**config.mk**
```make
export PLATFORM = sky130hd
export DESIGN_NAME = uart_rx_oversample
export DESIGN_NICKNAME = d
export VERILOG_FILES = /design/src/rtl/uart_pkg.sv /design/src/rtl/uart_baud_tick.sv /design/src/rtl/uart_rx_oversample.sv
export SDC_FILE = /design/constraint.sdc
export NUM_CORES = 1
export LEC_CHECK = 0
export ABC_AREA = 1
export CAP_MARGIN = 0
export CORE_ASPECT_RATIO = 0.6
export CORE_MARGIN = 3
export CORE_UTILIZATION = 38
export CTS_CLUSTER_DIAMETER = 60
export CTS_CLUSTER_SIZE = 28
export DETAILED_ROUTE_END_ITERATION = 12
export GPL_TIMING_DRIVEN = 1
export RECOVER_POWER = 25
export SETUP_SLACK_MARGIN = 0.5
export SLEW_MARGIN = 25
export SYNTH_ARGS = -nofsm -noshare
export SYNTH_HDL_FRONTEND = slang
export SYNTH_HIERARCHICAL = 1
export SYNTH_SLANG_ARGS = --single-unit
```
**constraint.sdc**
```tcl
create_clock -name clk -period 1.9 [get_ports clk]
set_clock_uncertainty 0.15 [all_clocks]
set_input_delay 0.285 -clock clk [delete_from_list [all_inputs] [get_ports clk]]
set_output_delay 0.285 -clock clk [all_outputs]
set_load 0.03 [all_outputs]
```
**src/rtl/uart_pkg.sv**
```systemverilog
// uart_pkg: definitions shared by the UART transmitter and receiver.
//   uart_state_e : receiver frame FSM encoding (IDLE/START/DATA/PARITY/STOP)
//   PAR_EVEN/ODD : values of the parity-mode select input
//   parity_of()  : parity bit a transmitter appends for a given word and mode
package uart_pkg;

    typedef enum logic [2:0] {
        StIdle,
        StStart,
        StData,
        StParity,
        StStop
    } uart_state_e;

    localparam logic PAR_EVEN = 1'b0;
    localparam logic PAR_ODD  = 1'b1;

    // Widest data word the parity helper accepts; callers zero-extend.
    localparam int unsigned PAR_MAX_W = 16;

    // Even mode: bit makes the total number of ones even; odd mode: odd.
    function automatic logic parity_of(input logic [PAR_MAX_W-1:0] data, input logic odd);
        return (^data) ^ odd;
    endfunction

endpackage

```
**src/rtl/uart_baud_tick.sv**
```systemverilog
// uart_baud_tick: free-running divider producing a 1-cycle tick every
// CLK_FREQ/(BAUD*OVS) clocks (truncated). The transmitter uses OVS=1.
//   clk  in  system clock
//   rst  in  synchronous active-high reset
//   tick out 1-cycle strobe
module uart_baud_tick #(
    parameter int unsigned CLK_FREQ = 50_000_000,
    parameter int unsigned BAUD     = 9600,
    parameter int unsigned OVS      = 16
) (
    input  logic clk,
    input  logic rst,
    output logic tick
);

    localparam int unsigned DIV   = CLK_FREQ / (BAUD * OVS);
    localparam int unsigned CNT_W = (DIV > 1) ? $clog2(DIV) : 1;
    localparam logic [CNT_W-1:0] LAST = CNT_W'(DIV - 1);

    logic [CNT_W-1:0] cnt_q, cnt_d;

    always_comb begin
        tick  = (cnt_q == LAST);
        cnt_d = tick ? '0 : cnt_q + 1'b1;
    end

    always_ff @(posedge clk) begin
        if (rst) begin
            cnt_q <= '0;
        end else begin
            cnt_q <= cnt_d;
        end
    end

endmodule

```
**src/rtl/uart_rx_oversample.sv**
```systemverilog
// uart_rx_oversample: oversampling UART receiver.
// Frame: start(0), DATA_W data bits LSB first, parity, stop(1).
//   clk        in  system clock
//   rst        in  synchronous active-high reset
//   rx         in  asynchronous serial line, idle high
//   p_sel      in  parity mode (0 even, 1 odd), latched when the start bit is validated
//   data_out   out last received word
//   data_valid out 1-cycle strobe: data_out/p_err/f_err updated
//   p_err      out parity mismatch of last frame
//   f_err      out stop bit read as 0 on last frame
//   busy       out FSM not idle
// Build option: define UART_RX_MAJORITY_EN for 2-of-3 majority sampling around mid-bit.
module uart_rx_oversample
    import uart_pkg::*;
#(
    parameter int unsigned CLK_FREQ = 50_000_000,
    parameter int unsigned BAUD     = 9600,
    parameter int unsigned OVS      = 16,
    parameter int unsigned DATA_W   = 7
) (
    input  logic              clk,
    input  logic              rst,
    input  logic              rx,
    input  logic              p_sel,
    output logic [DATA_W-1:0] data_out,
    output logic              data_valid,
    output logic              p_err,
    output logic              f_err,
    output logic              busy
);

    localparam int unsigned SCNT_W = $clog2(OVS);
    localparam int unsigned BIT_W  = (DATA_W > 1) ? $clog2(DATA_W) : 1;
    localparam logic [SCNT_W-1:0] SCNT_LAST = SCNT_W'(OVS - 1);
    localparam logic [BIT_W-1:0]  BIT_LAST  = BIT_W'(DATA_W - 1);
`ifdef UART_RX_MAJORITY_EN
    localparam logic [SCNT_W-1:0] SMP_PRE  = SCNT_W'(OVS / 2 - 1);
    localparam logic [SCNT_W-1:0] SMP_MID  = SCNT_W'(OVS / 2);
    localparam logic [SCNT_W-1:0] SMP_IDX  = SCNT_W'(OVS / 2 + 1);
`else
    localparam logic [SCNT_W-1:0] SMP_IDX  = SCNT_W'(OVS / 2);
`endif

    logic tick;

    uart_baud_tick #(
        .CLK_FREQ(CLK_FREQ),
        .BAUD    (BAUD),
        .OVS     (OVS)
    ) u_baud_tick (
        .clk (clk),
        .rst (rst),
        .tick(tick)
    );

    logic              rx_meta_q, rx_s_q, rx_prev_q;
    uart_state_e       state_q, state_d;
    logic [SCNT_W-1:0] scnt_q, scnt_d;
    logic [BIT_W-1:0]  bit_q, bit_d;
    logic [DATA_W-1:0] shift_q, shift_d;
    logic              psel_q, psel_d;
    logic              perr_q, perr_d;
    logic [DATA_W-1:0] data_out_q, data_out_d;
    logic              data_valid_q, data_valid_d;
    logic              p_err_q, p_err_d;
    logic              f_err_q, f_err_d;
    logic              fall, sample, sample_evt;

`ifdef UART_RX_MAJORITY_EN
    logic [1:0] maj_q, maj_d;

    always_comb begin
        maj_d = maj_q;
        if (tick && scnt_q == SMP_PRE) maj_d[0] = rx_s_q;
        if (tick && scnt_q == SMP_MID) maj_d[1] = rx_s_q;
        sample = (maj_q[0] & maj_q[1]) | (maj_q[0] & rx_s_q) | (maj_q[1] & rx_s_q);
    end

    always_ff @(posedge clk) begin
        if (rst) maj_q <= 2'b11;
        else     maj_q <= maj_d;
    end
`else
    assign sample = rx_s_q;
`endif

    assign fall       = ~rx_s_q & rx_prev_q;
    assign sample_evt = tick && (scnt_q == SMP_IDX);

    always_comb begin
        state_d      = state_q;
        scnt_d       = scnt_q;
        bit_d        = bit_q;
        shift_d      = shift_q;
        psel_d       = psel_q;
        perr_d       = perr_q;
        data_out_d   = data_out_q;
        data_valid_d = 1'b0;
        p_err_d      = p_err_q;
        f_err_d      = f_err_q;

        // Bit-phase counter: zeroed at the start edge, then wraps every OVS ticks
        // so each mid-bit sample lands exactly one bit period after the previous.
        if (state_q != StIdle && tick) begin
            scnt_d = (scnt_q == SCNT_LAST) ? '0 : scnt_q + 1'b1;
        end

        unique case (state_q)
            StIdle: begin
                scnt_d = '0;
                if (fall) state_d = StStart;
            end
            StStart: begin
                if (sample_evt) begin
                    if (!sample) begin
                        state_d = StData;
                        psel_d  = p_sel;
                        bit_d   = '0;
                    end else begin
                        state_d = StIdle;
                    end
                end
            end
            StData: begin
                if (sample_evt) begin
                    shift_d = {sample, shift_q[DATA_W-1:1]};
                    bit_d   = bit_q + 1'b1;
                    if (bit_q == BIT_LAST) state_d = StParity;
                end
            end
            StParity: begin
                if (sample_evt) begin
                    perr_d  = parity_of(PAR_MAX_W'(shift_q), psel_q) != sample;
                    state_d = StStop;
                end
            end
            StStop: begin
                // Back to idle at mid-stop so a following start edge is not missed.
                if (sample_evt) begin
                    data_out_d   = shift_q;
                    p_err_d      = perr_q;
                    f_err_d      = ~sample;
                    data_valid_d = 1'b1;
                    state_d      = StIdle;
                end
            end
            default: state_d = StIdle;
        endcase
    end

    always_ff @(posedge clk) begin
        if (rst) begin
            rx_meta_q    <= 1'b1;
            rx_s_q       <= 1'b1;
            rx_prev_q    <= 1'b1;
            state_q      <= StIdle;
            scnt_q       <= '0;
            bit_q        <= '0;
            shift_q      <= '0;
            psel_q       <= PAR_EVEN;
            perr_q       <= 1'b0;
            data_out_q   <= '0;
            data_valid_q <= 1'b0;
            p_err_q      <= 1'b0;
            f_err_q      <= 1'b0;
        end else begin
            rx_meta_q    <= rx;
            rx_s_q       <= rx_meta_q;
            rx_prev_q    <= rx_s_q;
            state_q      <= state_d;
            scnt_q       <= scnt_d;
            bit_q        <= bit_d;
            shift_q      <= shift_d;
            psel_q       <= psel_d;
            perr_q       <= perr_d;
            data_out_q   <= data_out_d;
            data_valid_q <= data_valid_d;
            p_err_q      <= p_err_d;
            f_err_q      <= f_err_d;
        end
    end

    assign data_out   = data_out_q;
    assign data_valid = data_valid_q;
    assign p_err      = p_err_q;
    assign f_err      = f_err_q;
    assign busy       = (state_q != StIdle);

endmodule

```
# ---- Word level (Yosys, flattened, before mapping)
# Cells that the tools add are included.
dict set report op_classes {
  n_bitwise 4
  reduce_logical 15
  n_addsub 3
  eq_ne 16
  mux 14
}
# op count
set ops {}
lappend ops {{two-way mux 3 bit} 9}
lappend ops {{parity 16 bit} 1}
lappend ops {{one-hot mux 3 bit (5 select lines)} 1}
lappend ops {{!= test 2 bit, second input constant} 7}
lappend ops {{adder 9 x 1 -> 9 bit, second input constant} 1}
lappend ops {{== test 9 bit, second input constant} 1}
lappend ops {{== test 4 bit, second input constant} 2}
lappend ops {{== test 3 x 2 -> 1 bit, second input constant} 2}
lappend ops {{== test 3 bit, second input constant} 2}
lappend ops {{one-hot mux 3 bit (2 select lines)} 1}
lappend ops {{AND reduction 2 bit} 3}
lappend ops {{AND reduction 6 bit} 1}
lappend ops {{OR reduction 2 bit} 3}
lappend ops {{adder 4 x 1 -> 4 bit, second input constant} 1}
lappend ops {{two-way mux 4 bit} 1}
lappend ops {{AND reduction 4 bit} 1}
lappend ops {{adder 3 x 1 -> 3 bit, second input constant} 1}
lappend ops {{== test 3 x 1 -> 1 bit, second input constant} 1}
lappend ops {{zero test 3 bit} 1}
lappend ops {{AND reduction 3 bit} 1}
lappend ops {{nonzero test 3 bit} 1}
lappend ops {{logical AND 1 bit} 2}
lappend ops {{two-way mux 2 bit} 1}
lappend ops {{inverter 1 bit} 2}
lappend ops {{5 further kinds} 5}
dict set report word_totals {
  output_inout_bits 11
  reg_bits 41
  input_bits 4
}

# ---- Depth between registers and ports, before layout
dict set report depth {
  word_depth 4
  ltp_mapped 14
}

# ---- Modules after synthesis
# Netlist, hierarchy kept.
# mod area_each_um2 n_inst cells_each
set by_module_without_submodules {}
lappend by_module_without_submodules {uart_rx_oversample 1491.4 1 201}
lappend by_module_without_submodules {uart_baud_tick 489.2 1 68}

# ---- Least setup slack after synthesis
# Ideal clock, no wire load.
dict set report synth_timing {
  path_type {register to register}
  start {register u_baud_tick.cnt_q[0]}
  end {register bit_q[2]}
  arrival_ns 1.554
  path_stages_with_launch 13
  required_ns 1.632
  path_slack_ns 0.078
  period_less_slack_ns 1.822
  path_buffers 1
  cell_sequence {dfxtp_1 inv_1 ha_1 nand2_1 nor2_1 nand2_2 inv_1 nand4_4 inv_2 nand2_4 buf_2 nor3_1 nor2_1}
}
dict set report synth_via {
  elab_chain_cells 4
  word_cells_on_any_way 5
  cone_classes {eq/ne: 3; reduce/logical: 2}
}
# element line_no
set synth_rtl {}
lappend synth_rtl {{start, declared} uart_baud_tick.sv:20} ;# logic [CNT_W-1:0] cnt_q, cnt_d;
lappend synth_rtl {{start signal, assigned} uart_baud_tick.sv:31} ;# cnt_q <= cnt_d;
lappend synth_rtl {{== test 9 bit (*)} uart_baud_tick.sv:23} ;# tick = (cnt_q == LAST);
lappend synth_rtl {{net tick} uart_rx_oversample.sv:44} ;# logic tick;
lappend synth_rtl {{logical AND 1 bit (*)} uart_rx_oversample.sv:88} ;# assign sample_evt = tick && (scnt_q == SMP_IDX);
lappend synth_rtl {{!= test 2 bit (no line)} -}
lappend synth_rtl {{AND reduction 4 bit (no line) (*)} -}
lappend synth_rtl {{end signal, assigned} uart_rx_oversample.sv:172} ;# bit_q <= bit_d;
lappend synth_rtl {{end, declared} uart_rx_oversample.sv:59} ;# logic [BIT_W-1:0] bit_q, bit_d;
# The timed path passes the listed nets; every way through them passes the cells marked *.
# A chain may end at the register's enable or synchronous reset.

# ---- Final worst setup path
dict set report layout_timing {
  start {register u_baud_tick.cnt_q[1]}
  end {register p_err_q, in the netlist p_err}
}
dict set report layout_via {
  elab_chain_cells 3
}
# element line_no
set layout_rtl {}
lappend layout_rtl {{== test 9 bit} uart_baud_tick.sv:23}
lappend layout_rtl {{net tick} uart_rx_oversample.sv:44}
lappend layout_rtl {{logical AND 1 bit} uart_rx_oversample.sv:88}
lappend layout_rtl {{AND reduction 2 bit (no line)} -}
lappend layout_rtl {{end signal, assigned} uart_rx_oversample.sv:178} ;# p_err_q <= p_err_d;
lappend layout_rtl {{end, declared} uart_rx_oversample.sv:65} ;# logic p_err_q, p_err_d;
# The timed path passes the listed nets, and every way through them passes these cells.

==> flow_metrics.py <==
metrics = {
    "synth": {
        "synth_mux_area_share_pct": 0,
        "yosysSeqAreaShare_pct": 41.4,
        "synth_xor_xnor_area_share_pct": 2.21,
        "synth-simple-area-share_pct": 28.9,
        "yosysTopAreaCell": "dfxtp_1",
        "synth-main-ff-cell": "dfxtp_1",
        "ys_types": 27,
        "synthTopCellsByCount": "55 x nand2_1, 41 x dfxtp_1, 35 x inv_1, 23 x nor2_1, 19 x a21oi_1",
        "synth.top_cell.area_share_pct": 41.4,
        "synthAdderAreaFrac_pct": 3.79,
        "ys_ff_latch": 41,
        "synthCells": 269,
        "synth_nets": 279,
        "ys_warn_count": 6,
        "synth_most_common_cell": "nand2_1",
        "netlist_area_mm2": 0.00198,
        "synth_edf_count": 0,
        "syn_avg_cell_area_um2": 7.36,
        "synth_compound_area_share_pct": 14.4,
        "synth_area_leaders": "dfxtp_1 41%, nand2_1 10%, inv_1 6.6%",
        "async_flop_share_pct": 0,
        "synth_top_family_by_area": "simple AND/OR/NAND/NOR gates",
    },
    "floorplanning": {
        "rows": 19,
        "fp.dieW_um": 99.2,
        "design.core.area_mm2": 0.00480,
        "dieArea_mm2": 0.00614,
        "ios": 15,
        "start_util_pct": 41.2,
        "fp.dieH_um": 61.9,
    },
    "grt": {
        "antenna_found_initial": 0,
        "grtUsageTotal_pct": 15.4,
        "grt_pass1_vias": 1557,
        "grt_max_degree": 21,
        "grt_pass1_wl_um": 7330,
        "grt-ovfl-total": 0,
    },
    "setup_path": {
        "critPathRequiredTime_ps": 1940,
        "worstSetupEndpointType": "register",
        "path_class": "register to register",
        "timing.critical_path.from_type": "register",
        "cp_cell_sequence": "inv_2 -> ha_4 -> nand2_2 -> nor2_2 -> nand2_2 -> inv_2 -> nand4_4 -> nor2_4 -> buf_12 -> inv_6 -> nor2_2 -> nor2_1",
        "slowest_delay_ps": 330,
        "critPathMaxFanout": 8,
        "crit_arrival_ps": 1810,
        "slowest_stage": "dfxtp_2",
    },
    "flow_run": {
        "maxCapViolCount": 0,
    },
    "place": {
        "numPortBuffers": 14,
        "post-place-ws_ps": 76.2,
        "placed_cells": 345,
        "hpwl_um": 2940,
        "globalplace.congestion": 0.789,
    },
    "detailed_routing": {
        "via_per_inst": 4.90,
        "ant_nets": 0,
        "remaining_drc_errors": 0,
        "drt_iter0_markers": 51,
        "met3_length_um": 247,
        "drt_wl_total_um": 4780,
        "firstDrtPassIters": 4,
        "drt-met1-wl_um": 2470,
        "top_layer": "met4",
        "dr_wl_met2_um": 1980,
        "dr_total_vias": 1808,
        "wire_per_inst_um": 12.9,
    },
    "sta": {
        "min_period_over_period_pct": 92.7,
        "fmax_mhz": 568,
        "setup_ws_ps": 139,
        "final-hold-violation-count": 0,
        "fin_crit_ps": 1760,
        "setup_viol": 0,
        "drv_slew": 0,
        "fin_setup_tns_ps": 0,
        "tightest_slew_ps": 463,
        "rsz0062_at_grt": "true",
        "timing.slew.headroom_pct": 69.0,
    },
    "power_and_ir_drop": {
        "power_density_mw_per_mm2": 658,
        "peakVddDrop_mv": 0.384,
        "p_leak_nw": 1.04,
    },
    "clocking": {
        "cts.clk_slew.worst_paths_ps": 80,
        "ctsRootBufferMaster": "clkbuf_8",
        "cts_tree": "done",
        "cts-buffers-inserted": 5,
        "cts.sinks": 41,
        "htreeDepth": 2,
        "clk_latency_ps": 290,
        "cts_max_path_buffers": 2,
    },
    "layout": {
        "instances_no_fill": 369,
        "nets": 315,
        "drive_above_1_share_pct": 34.0,
        "area_growth_pct": 32.7,
        "n_fill_cell": 467,
        "diodes": 0,
    },
    "min_path": {
        "min_path_type": "register to register",
    },
    "outcome": {
        "status": "complete, no violations",
    },
}
## power breakdown
part | total (mW) | leakage [nW] | switching [mW] | internal [mW]
logic | 0.211 | 0.649 | 0.125 | 0.0851
clock network | 0.631 | 0.0542 | 0.303 | 0.328
registers | 0.887 | 0.333 | 0.0131 | 0.874
## flip-flops by register name, indices dropped and copies added, names as in the netlist, 3 cells and up
register,count
data_out,7
scnt_q,4
state_q,3
shift_q,7
u_baud_tick/cnt_q,9
bit_q,3
## kinds of logic (layout without fill, tap and decap cells)
group | count (synthesis) | count (layout)
xor gates and xnor gates | 5 | 5
adders and majority gates | 6 | 6
buffers and inverters | 46 | 82
DFF | 41 | 41
AOI/OAI and AO/OA | 51 | 51
and+or+nand+nor | 120 | 121
## through the flow
stage	hold slack, ps	util [%]	power, mW	cell area, µm²
2_1_floorplan	239	-	1.00	2000
3_3_place_gp	249	46.4	1.04	2230
3_5_place_dp	245	46.4	1.04	2230
4_1_cts	262	51.4	1.69	2470
5_1_grt	258	54.7	1.80	2630
6_report	260	54.7	1.73	2630
## worst max-delay path, delay by kind of cell, from the launching register on
kind | cells | cell delay, ps
buffers and inverters | 4 | 350
flip-flops | 1 | 330
AND/OR/NAND/NOR | 7 | 700
adder cells (fa/ha/maj) | 1 | 120
## metal layers
metal  GRT usage [%]  vias to the layer above
li1                -                      932
met1            22.8                      821
met2            21.0                       44
met3            4.35                       11
met4            5.64                        0
met5               0                        -
## cell type report
class / instances / area (µm²) / share of cell area, %
multi-input cells: 183 / 1130 / 43.1
clock buffers: 7 / 96.3 / 3.67
flip-flops and latches: 41 / 828 / 31.5
clock inverters: 1 / 5.00 / 0.190
well taps: 63 / 78.8 / 3.00
repair buffers: 33 / 315 / 12.0
inverters: 41 / 171 / 6.52
## final timing paths
kind	start	to	slack, ps	cells after the start
worst max-delay path	u_baud_tick/cnt_q[1]$_SDFF_PP0_	p_err$_SDFFE_PP0P_	140	12
worst min-delay path	rx_meta_q$_SDFF_PP1_	rx_s_q$_SDFF_PP1_	260	1
worst max register to register	u_baud_tick/cnt_q[1]$_SDFF_PP0_	p_err$_SDFFE_PP0P_	140	12
worst min register to register	rx_meta_q$_SDFF_PP1_	rx_s_q$_SDFF_PP1_	260	1
## repair_timing
action	in CTS	in global routing
buffers inserted	9	5
hold buffers	0	0
gates cloned	1	1
pin swaps	10	17
setup endpoints to repair	40	36
gates resized for setup	52	53
## layout by cell type, fill, tap and decap left out, types with 6 or more instances in the layout
master           instances
a21oi_1                 16
a21oi_2                 10
buf_4                   13
clkbuf_8                 7
clkdlybuf4s15_2          6
dfxtp_1                 37
inv_1                   29
inv_2                    7
nand2_1                 52
nand3_1                 14
nor2_1                  16
nor2_2                  13
nor2_4                   6
o21ai_0                  8
o21ai_1                  9
o21ai_2                  8
(Power assumes the default switching activity.)
